[src/rtl/alu_op_issue_if.sv]
// Handshake bundle between decode, the ALU issue stage and the execute ALU.
//   in_*      : decode -> issue op fields with valid/ready
//   out_*     : issue -> execute op code, illegal flag and tag with valid/ready
// slave  = issue stage view, master = decode/execute (or bench) view.
interface alu_op_issue_if #(
  parameter int unsigned TAG_W         = 8,
  parameter int unsigned OPCODE_LENGTH = 4
);
  logic                     in_valid;
  logic                     in_ready;
  logic [1:0]               alu_op;
  logic [2:0]               funct3;
  logic                     funct7_b5;
  logic [TAG_W-1:0]         in_tag;
  logic                     out_valid;
  logic                     out_ready;
  logic [OPCODE_LENGTH-1:0] Operation;
  logic                     out_illegal;
  logic [TAG_W-1:0]         out_tag;

  modport slave (
    input  in_valid, alu_op, funct3, funct7_b5, in_tag, out_ready,
    output in_ready, out_valid, Operation, out_illegal, out_tag
  );

  modport master (
    output in_valid, alu_op, funct3, funct7_b5, in_tag, out_ready,
    input  in_ready, out_valid, Operation, out_illegal, out_tag
  );
endinterface

[src/rtl/alu_op_issue.sv]
// ALU issue stage: decodes ALUOp/funct3/funct7_b5 into a 4-bit ALU op code and
// buffers it in a 2-entry skid buffer (main M drives outputs, skid S).
//   clk, rst_n   : clock, async active-low reset
//   flush        : synchronous kill of all buffered ops
//   bus          : alu_op_issue_if.slave (input and output handshakes)
//   illegal_cnt  : saturating count of illegal ops delivered downstream
module alu_op_issue #(
  parameter int unsigned TAG_W         = 8,
  parameter int unsigned OPCODE_LENGTH = 4,
  parameter int unsigned CNT_W         = 16
) (
  input  logic             clk,
  input  logic             rst_n,
  input  logic             flush,
  alu_op_issue_if.slave    bus,
  output logic [CNT_W-1:0] illegal_cnt
);

  localparam int unsigned CODE_W = 4;

  typedef enum logic [1:0] {EMPTY, ONE, FULL} state_t;

  typedef struct packed {
    logic [OPCODE_LENGTH-1:0] op;
    logic                     ill;
    logic [TAG_W-1:0]         tag;
  } entry_t;

  state_t           state;
  entry_t           m_q;
  entry_t           s_q;
  entry_t           dec;
  logic             out_valid_q;
  logic             in_ready_q;
  logic [CNT_W-1:0] cnt_q;
  logic [CODE_W-1:0] dec_code;
  logic             dec_ill;
  logic             accept;
  logic             drain;

  assign accept = bus.in_valid & in_ready_q;
  assign drain  = out_valid_q & bus.out_ready;

  // Combinational decode of the incoming op; unsupported encodings map to 1111.
  always_comb begin
    dec_code = 4'b1111;
    dec_ill  = 1'b1;
    case (bus.alu_op)
      2'b00: begin
        dec_code = 4'b0010;
        dec_ill  = 1'b0;
      end
      2'b01: begin
        dec_ill = 1'b0;
        case (bus.funct3)
          3'b000:  dec_code = 4'b1000;
          3'b001:  dec_code = 4'b1010;
          3'b100:  dec_code = 4'b1100;
          3'b101:  dec_code = 4'b1001;
          default: dec_ill  = 1'b1;
        endcase
      end
      default: begin
        // R-type (10) and I-type (11); only R-type honours funct7_b5 on funct3 000
        dec_ill = 1'b0;
        case (bus.funct3)
          3'b000:  dec_code = (bus.alu_op == 2'b10 && bus.funct7_b5) ? 4'b0110 : 4'b0010;
          3'b111:  dec_code = 4'b0000;
          3'b110:  dec_code = 4'b0001;
          3'b100:  dec_code = 4'b0011;
          3'b001:  dec_code = 4'b0100;
          3'b101:  dec_code = bus.funct7_b5 ? 4'b0111 : 4'b0101;
          3'b010:  dec_code = 4'b1100;
          default: dec_ill  = 1'b1;
        endcase
      end
    endcase
    dec.op  = OPCODE_LENGTH'(dec_code);
    dec.ill = dec_ill;
    dec.tag = bus.in_tag;
  end

  // Occupancy FSM, storage and illegal counter.
  always_ff @(posedge clk or negedge rst_n) begin
    if (!rst_n) begin
      state       <= EMPTY;
      m_q         <= '0;
      s_q         <= '0;
      out_valid_q <= 1'b0;
      in_ready_q  <= 1'b1;
      cnt_q       <= '0;
    end else begin
      // A drain in the flush cycle is still a delivery.
      if (drain && m_q.ill && (cnt_q != '1)) begin
        cnt_q <= cnt_q + CNT_W'(1);
      end
      if (flush) begin
        state       <= EMPTY;
        out_valid_q <= 1'b0;
        in_ready_q  <= 1'b1;
      end else begin
        case (state)
          EMPTY: begin
            if (accept) begin
              m_q         <= dec;
              out_valid_q <= 1'b1;
              state       <= ONE;
            end
          end
          ONE: begin
            if (accept && !drain) begin
              s_q        <= dec;
              in_ready_q <= 1'b0;
              state      <= FULL;
            end else if (accept && drain) begin
              m_q <= dec;
            end else if (drain) begin
              out_valid_q <= 1'b0;
              state       <= EMPTY;
            end
          end
          FULL: begin
            if (drain) begin
              m_q        <= s_q;
              in_ready_q <= 1'b1;
              state      <= ONE;
            end
          end
          default: begin
            state       <= EMPTY;
            out_valid_q <= 1'b0;
            in_ready_q  <= 1'b1;
          end
        endcase
      end
    end
  end

  assign bus.in_ready    = in_ready_q;
  assign bus.out_valid   = out_valid_q;
  assign bus.Operation   = m_q.op;
  assign bus.out_illegal = m_q.ill;
  assign bus.out_tag     = m_q.tag;
  assign illegal_cnt     = cnt_q;

endmodule

[src/flat_wrapper.sv]
// flat-port wrapper written by rule: the top's interface ports become plain ports
module alu_op_issue_flat 
#(
  parameter int unsigned TAG_W         = 8,
  parameter int unsigned OPCODE_LENGTH = 4,
  parameter int unsigned CNT_W         = 16
)
  (clk, rst_n, flush, illegal_cnt, bus_in_valid, bus_alu_op, bus_funct3, bus_funct7_b5, bus_in_tag, bus_out_ready, bus_in_ready, bus_out_valid, bus_Operation, bus_out_illegal, bus_out_tag);
  alu_op_issue_if #(.TAG_W(TAG_W), .OPCODE_LENGTH(OPCODE_LENGTH)) bus_i ();
  input  logic clk;
  input  logic rst_n;
  input  logic flush;
  output logic [CNT_W-1:0] illegal_cnt;
  input wire logic [$bits(bus_i.in_valid)-1:0] bus_in_valid;
  input wire logic [$bits(bus_i.alu_op)-1:0] bus_alu_op;
  input wire logic [$bits(bus_i.funct3)-1:0] bus_funct3;
  input wire logic [$bits(bus_i.funct7_b5)-1:0] bus_funct7_b5;
  input wire logic [$bits(bus_i.in_tag)-1:0] bus_in_tag;
  input wire logic [$bits(bus_i.out_ready)-1:0] bus_out_ready;
  output wire logic [$bits(bus_i.in_ready)-1:0] bus_in_ready;
  output wire logic [$bits(bus_i.out_valid)-1:0] bus_out_valid;
  output wire logic [$bits(bus_i.Operation)-1:0] bus_Operation;
  output wire logic [$bits(bus_i.out_illegal)-1:0] bus_out_illegal;
  output wire logic [$bits(bus_i.out_tag)-1:0] bus_out_tag;
  assign bus_i.in_valid = bus_in_valid;
  assign bus_i.alu_op = bus_alu_op;
  assign bus_i.funct3 = bus_funct3;
  assign bus_i.funct7_b5 = bus_funct7_b5;
  assign bus_i.in_tag = bus_in_tag;
  assign bus_i.out_ready = bus_out_ready;
  assign bus_in_ready = bus_i.in_ready;
  assign bus_out_valid = bus_i.out_valid;
  assign bus_Operation = bus_i.Operation;
  assign bus_out_illegal = bus_i.out_illegal;
  assign bus_out_tag = bus_i.out_tag;
  alu_op_issue #(.TAG_W(TAG_W), .OPCODE_LENGTH(OPCODE_LENGTH), .CNT_W(CNT_W)) u_core (.clk(clk), .rst_n(rst_n), .flush(flush), .bus(bus_i), .illegal_cnt(illegal_cnt));
endmodule
[config.mk]
export PLATFORM = sky130hd
export DESIGN_NAME = alu_op_issue_flat
export DESIGN_NICKNAME = d
export VERILOG_FILES = /design/src/rtl/alu_op_issue_if.sv /design/src/rtl/alu_op_issue.sv /design/src/flat_wrapper.sv
export SDC_FILE = /design/constraint.sdc
export NUM_CORES = 1
export LEC_CHECK = 0
export ABC_AREA = 0
export CORE_ASPECT_RATIO = 0.7
export CORE_MARGIN = 4
export CORE_UTILIZATION = 35
export DETAILED_ROUTE_END_ITERATION = 16
export PLACE_DENSITY_LB_ADDON = 0.05
export SLEW_MARGIN = 20
export SYNTH_ARGS = -nofsm -noshare
export SYNTH_HDL_FRONTEND = slang
export SYNTH_SLANG_ARGS = --single-unit
[constraint.sdc]
create_clock -name clk -period 2 [get_ports clk]
set_input_delay 0.4 -clock clk [delete_from_list [all_inputs] [get_ports clk]]
set_output_delay 0.4 -clock clk [all_outputs]
set_load 0.03 [all_outputs]
[Yosys cells after proc, flatten, opt, wreduce, memory -nomap -nowiden]
Cells that the tools add are included.
Storage, ports and cells
  register bits: 46
  output and inout bits: 31
  logic and storage cells: 86
Operators by class
  add/sub/neg operators: 1
  equal/unequal tests: 25
  muxes and demuxes: 30
  bitwise operators: 3
  reduce and logical (&&, ||, !) cells: 17
Operator list (number)
  13-bit 2-to-1 mux: 4
  13-bit case mux with 3 select lines: 1
  4-bit case mux with 7 select lines: 1
  16-bit by 1-bit adder with 16-bit output, second input constant: 1
  16-bit != test, second input constant: 1
  2-bit 2-to-1 mux: 7
  3-bit equality test, second input constant: 4
  3-bit by 2-bit != test with 1-bit output, second input constant: 4
  3-bit case mux with 4 select lines: 1
  1-bit 2-to-1 mux: 10
  4-bit case mux with 2 select lines: 1
  7-bit OR reduction: 1
  2-bit by 1-bit != test with 1-bit output, second input constant: 3
  2-bit != test, second input constant: 3
  3-bit != test, second input constant: 2
  1-bit case mux with 3 select lines: 2
  2-bit case mux with 3 select lines: 1
  3-bit AND reduction: 2
  6-bit AND reduction: 1
  1-bit logical AND: 5
  5-bit AND reduction: 1
  2-bit by 1-bit equality test with 1-bit output, second input constant: 2
  2-bit equality test, second input constant: 2
  2-bit logical NOT: 2
  other kinds (13): 14

[Logic depth before layout (Yosys ltp)]
  depth in word-level cells: 8
  gate-level depth with buffers: 6
  gate-level depth less buffers: 5

[Worst setup path after synthesis]
OpenSTA, ideal clock, no wires.
  path type: reg-to-reg
  start: reg u_core.cnt_q[0], in the netlist u_core.illegal_cnt[0]
  end: reg u_core.cnt_q[11], in the netlist u_core.illegal_cnt[11]
  data arrival time: 1811 ps
  path slack: 55 ps
  cell stages (with the launch flop): 7
  path buffers: 1
  period minus slack after synthesis: 1945 ps
  path through: dfrtp_1 ha_1 nand4_1 or4_1 buf_6 nand4_1 xnor2_1
Between the ends
  word-level cells in the longest chain between the ends: 2
  elaborated cells between the ends (all ways): 3
  classes of those cells: add/sub (1); eq/ne (1); reduce/logical (1)
Ends and longest elaborated chain
  from (decl): RTL line alu_op_issue.sv:35  | logic [CNT_W-1:0] cnt_q;
  from (signal assigned): RTL line alu_op_issue.sv:95  | cnt_q <= cnt_q + CNT_W'(1);
  branches (longest 2 deep; another with 16-bit by 1-bit adder with 16-bit output)
Parallel ways; which one is timed is not known.
A chain may end at the register's enable or synchronous reset.

[Worst setup path in the final report]
  start: reg u_core.in_ready_q, in the netlist u_core.bus.in_ready
  end: out bus_in_ready
RTL lines
  from (decl): RTL line alu_op_issue.sv:34  | logic in_ready_q;
  from (signal assigned): RTL line alu_op_issue.sv:90  | in_ready_q <= 1'b1;
  from (signal assigned): RTL line alu_op_issue.sv:100  | in_ready_q <= 1'b1;
  from (signal assigned): RTL line alu_op_issue.sv:113  | in_ready_q <= 1'b0;
  to (decl): RTL line flat_wrapper.sv:20  | output wire logic [$bits(bus_i.in_ready)-1:0] bus_in_ready;
No word-level cell between the ends.

==> metrics.md <==
| Metric | Value |
|---|---|
| Status | finished clean |
| Crit-path cells | clkdlybuf4s50_1 |
| Synth cell types | 41 |
| Max Cap Violations | 0 |
| Final Max Tran Viols | 0 |
| Floorplan Core Area | approximately 6300 um2 |
| Main flop type after synthesis | dfrtp_1 |
| Post-synthesis sequential area ratio | ~50% |
| GPL Wtd Cong | ~0.77 |
| Worst-Margin Slew | a little over 0.6 ns |
| CTS hold repair buffers | 0 |
| Iteration count of the initial detailed-routing pass | 4 |
| H-tree depth | 2 |
| First-pass GRT wire length | 9.49 mm |
| Placed cells | 377 |
| Number of global-route vias before repair | 1836 |
| Fillers | 599 |
| Yosys top cell area share | approximately half |
| Die extent in y | about 76 um |
| Startpoint types | register |
| Slowest cell on crit path | clkdlybuf4s50_1 |
| Compound-Gate Fraction of Synth Area | about 8.1% |
| FF+latch count, synth | 46 |
| Clock Tree Buf Depth | 2 |
| Area occupied by multi-input gates | roughly 1100 um2 |
| IO buf count | 49 |
| Post-synth EDFFs | 0 |
| Cts bufs inserted | 5 |
| Crit-path max cell delay | 0.67 ns |
| Most instantiated library cell after synthesis | dfrtp_1 |
| Reg clk slew, reported paths | 0.09 ns |
| Pwr dens | just under 1000 nW/um2 |
| Clock Sink Count | 46 |
| Final hold viol count | 0 |
| Worst Path Buf+Inv | 1 |
| Via count | 1875 |
| Aggregate routed wire length | between 5 and 6 mm |
| Non-Filler Instances | about 390 |
| Setup violations, final | 0 |
| Largest net degree at the start of global routing | 27 |
| Slew HR | approximately 60% |
| Critical path's top delay family | buffers and inverters |
| Cell Area, Synth | around 2300 um2 |
| Largest area contributor in the netlist | dfrtp_1 |
| Critical path required time | ~1.6 ns |
| Initial DRC count | 56 |
| Routed WL per cell | 14.0 um |
| Initial antenna violation count | 0 |
| Mux share of post-synthesis cell area | about an eighth |
| Worst min path class | input port to asynchronous set/reset pin |
| ANT nets after route | 0 |
| Largest fanout on the critical path | 5 |
| Diodes inserted | 0 |
| Data arrival, critical path | about 1.5 ns |
| Fmax | just over 500 MHz |
| Worst setup path startpoint | u_core.bus.in_ready |
| Synth async-reset ratio | 100% |
| Worst r2r src | u_core.illegal_cnt[1] |
| Gr usage total | between 10 and 15% |
| Synth top cells by count | dfrtp_1 (45), nand2_1 (37), mux2_2 (15) |
| Synth-to-Final Area Change | 37.7% |
| Period Utilization, post-route | 97.1% |
| Cell count after synthesis | between 200 and 250 |
| Cell Rows | 24 |
| DPL Wire Length | roughly 4 mm |
| RSZ-0062 raised after global routing | no |
| Largest family of logic cells by synthesized area | simple AND/OR/NAND/NOR gates |
| Die area | 8030 um2 |
| DR vias/cell | roughly 5 |
| I/O pin count | 50 |
| Starting Density | between 30% and 40% |
| Cts repair resizes | 0 |
| Layout cell share with drive strength beyond 1 | between 20% and 30% |
| Post-CTS Setup Bufs | 0 |
| FF/Latch Area | around 1200 um2 |
| Clock Latency Late Sink | around 0.29 ns |
| Min Tclk post-route | approximately 1.9 ns |
| Clock skew | ~0.0034 ns |
| Root Driver | clkbuf_8 |
| DRC | 0 |
| Top post-synthesis cells by area | dfrtp_1 (48%), mux2_2 (7.3%), nand2_1 (6.0%) |
| Nets | roughly 310 |
| Setup TNS | 0 ns |
| Syn_area_per_cell | approximately 11 um2 |
| Post-Synth Adder-Cell Area | 0.539% |
| Syn nets | 238 |
| Post-Synth Simple-Gate Area | a little over a fifth |
| TritonCTS clock tree | done |
| Reg2reg setup slack | around 0.23 ns |
| Syn. warnings | 0 |
| Post-synthesis xor/xnor area fraction | between 5 and 6% |
| Global route overflow | 0 |
| Maximum VDD drop | around 0.00053 V |
| Leakage power | ~0.0014 uW |
| Critical Path End Type | primary output |
| Die X-Extent | ~110 um |
| Critical path class | register to primary output |
[final timing paths]
| kind | end | depth (start not counted) |
|---|---|---|
| min in group clk | u_core.s_q[10] | 2 |
| max in group asynchronous | u_core.illegal_cnt[6] | 2 |
| min reg2reg | u_core.s_q[10] | 2 |
| max | bus_in_ready | 1 |
| max reg2reg | u_core.illegal_cnt[10] | 5 |
| min | u_core.s_q[2] | 1 |
[metrics by stage]
step	power (uW)	area, um2	utilization (%)	hold WS (ns)	worst slack, ns
2_1_floorplan	2050	2320	-	0.104	0.0553
3_3_place_gp	2580	3110	49.0	0.445	-0.0558
3_5_place_dp	2590	3110	49.0	0.450	-0.0930
4_1_cts	3180	3200	50.4	0.114	0.0404
5_1_grt	3330	3200	50.5	0.137	0.0233
6_report	3140	3200	50.5	0.101	0.0587
[metal layers]
layer / up-vias / track usage, % / part of all wire (%)
met5: - / 0 / 0
met4: 0 / 2.75 / 0.59
met3: 5 / 3.47 / 5.2
met2: 43 / 19.5 / 40
met1: 893 / 23.3 / 54
li1: 934 / - / -
[cell families after synthesis]
logic type / Yosys count
xor gates and xnor gates: 14
and+or+nand+nor: 92
buffers and inverters: 11
AOI/OAI and AO/OA: 28
muxes: 26
adders and majority gates: 1
DFF: 46
[area by class of cell]
class	instances	share of cell area [%]
Clock inverter	3	0.665
Clock buffer	5	2.15
Multi-Input combinational cell	161	35.0
Timing Repair Buffer	76	22.3
Tap cell	91	3.56
Inverter	3	0.352
Sequential cell	46	36.0
[power by group]
group	switching [uW]	leakage [uW]	total, uW	internal, uW
Sequential	167	0.000588	1380	1210
Clock	326	0.0000441	572	246
Combinational	609	0.000787	1190	581
[state kept, by name (all words and copies together), names as in the netlist]
name / cells
u_core.illegal_cnt: 16
u_core.bus.out_illegal: 1
u_core.bus.out_tag: 8
u_core.bus.in_ready: 1
u_core.bus.Operation: 4
u_core.state: 2
u_core.bus.out_valid: 1
u_core.s_q: 13
[cells in the final DEF (no fill, tap or decap), drive strengths merged, types with 4 or more instances in the layout]
cell,instances
nand4,8
nor2,6
dfrtp,45
buf,28
nand3,10
clkdlybuf4s50,48
mux2,25
a21oi,10
and3,5
xor2,4
nor4,5
nor3,4
nand2b,6
xnor2,10
nand2,37
clkbuf,5
Power figures use the tool's default switching activity.
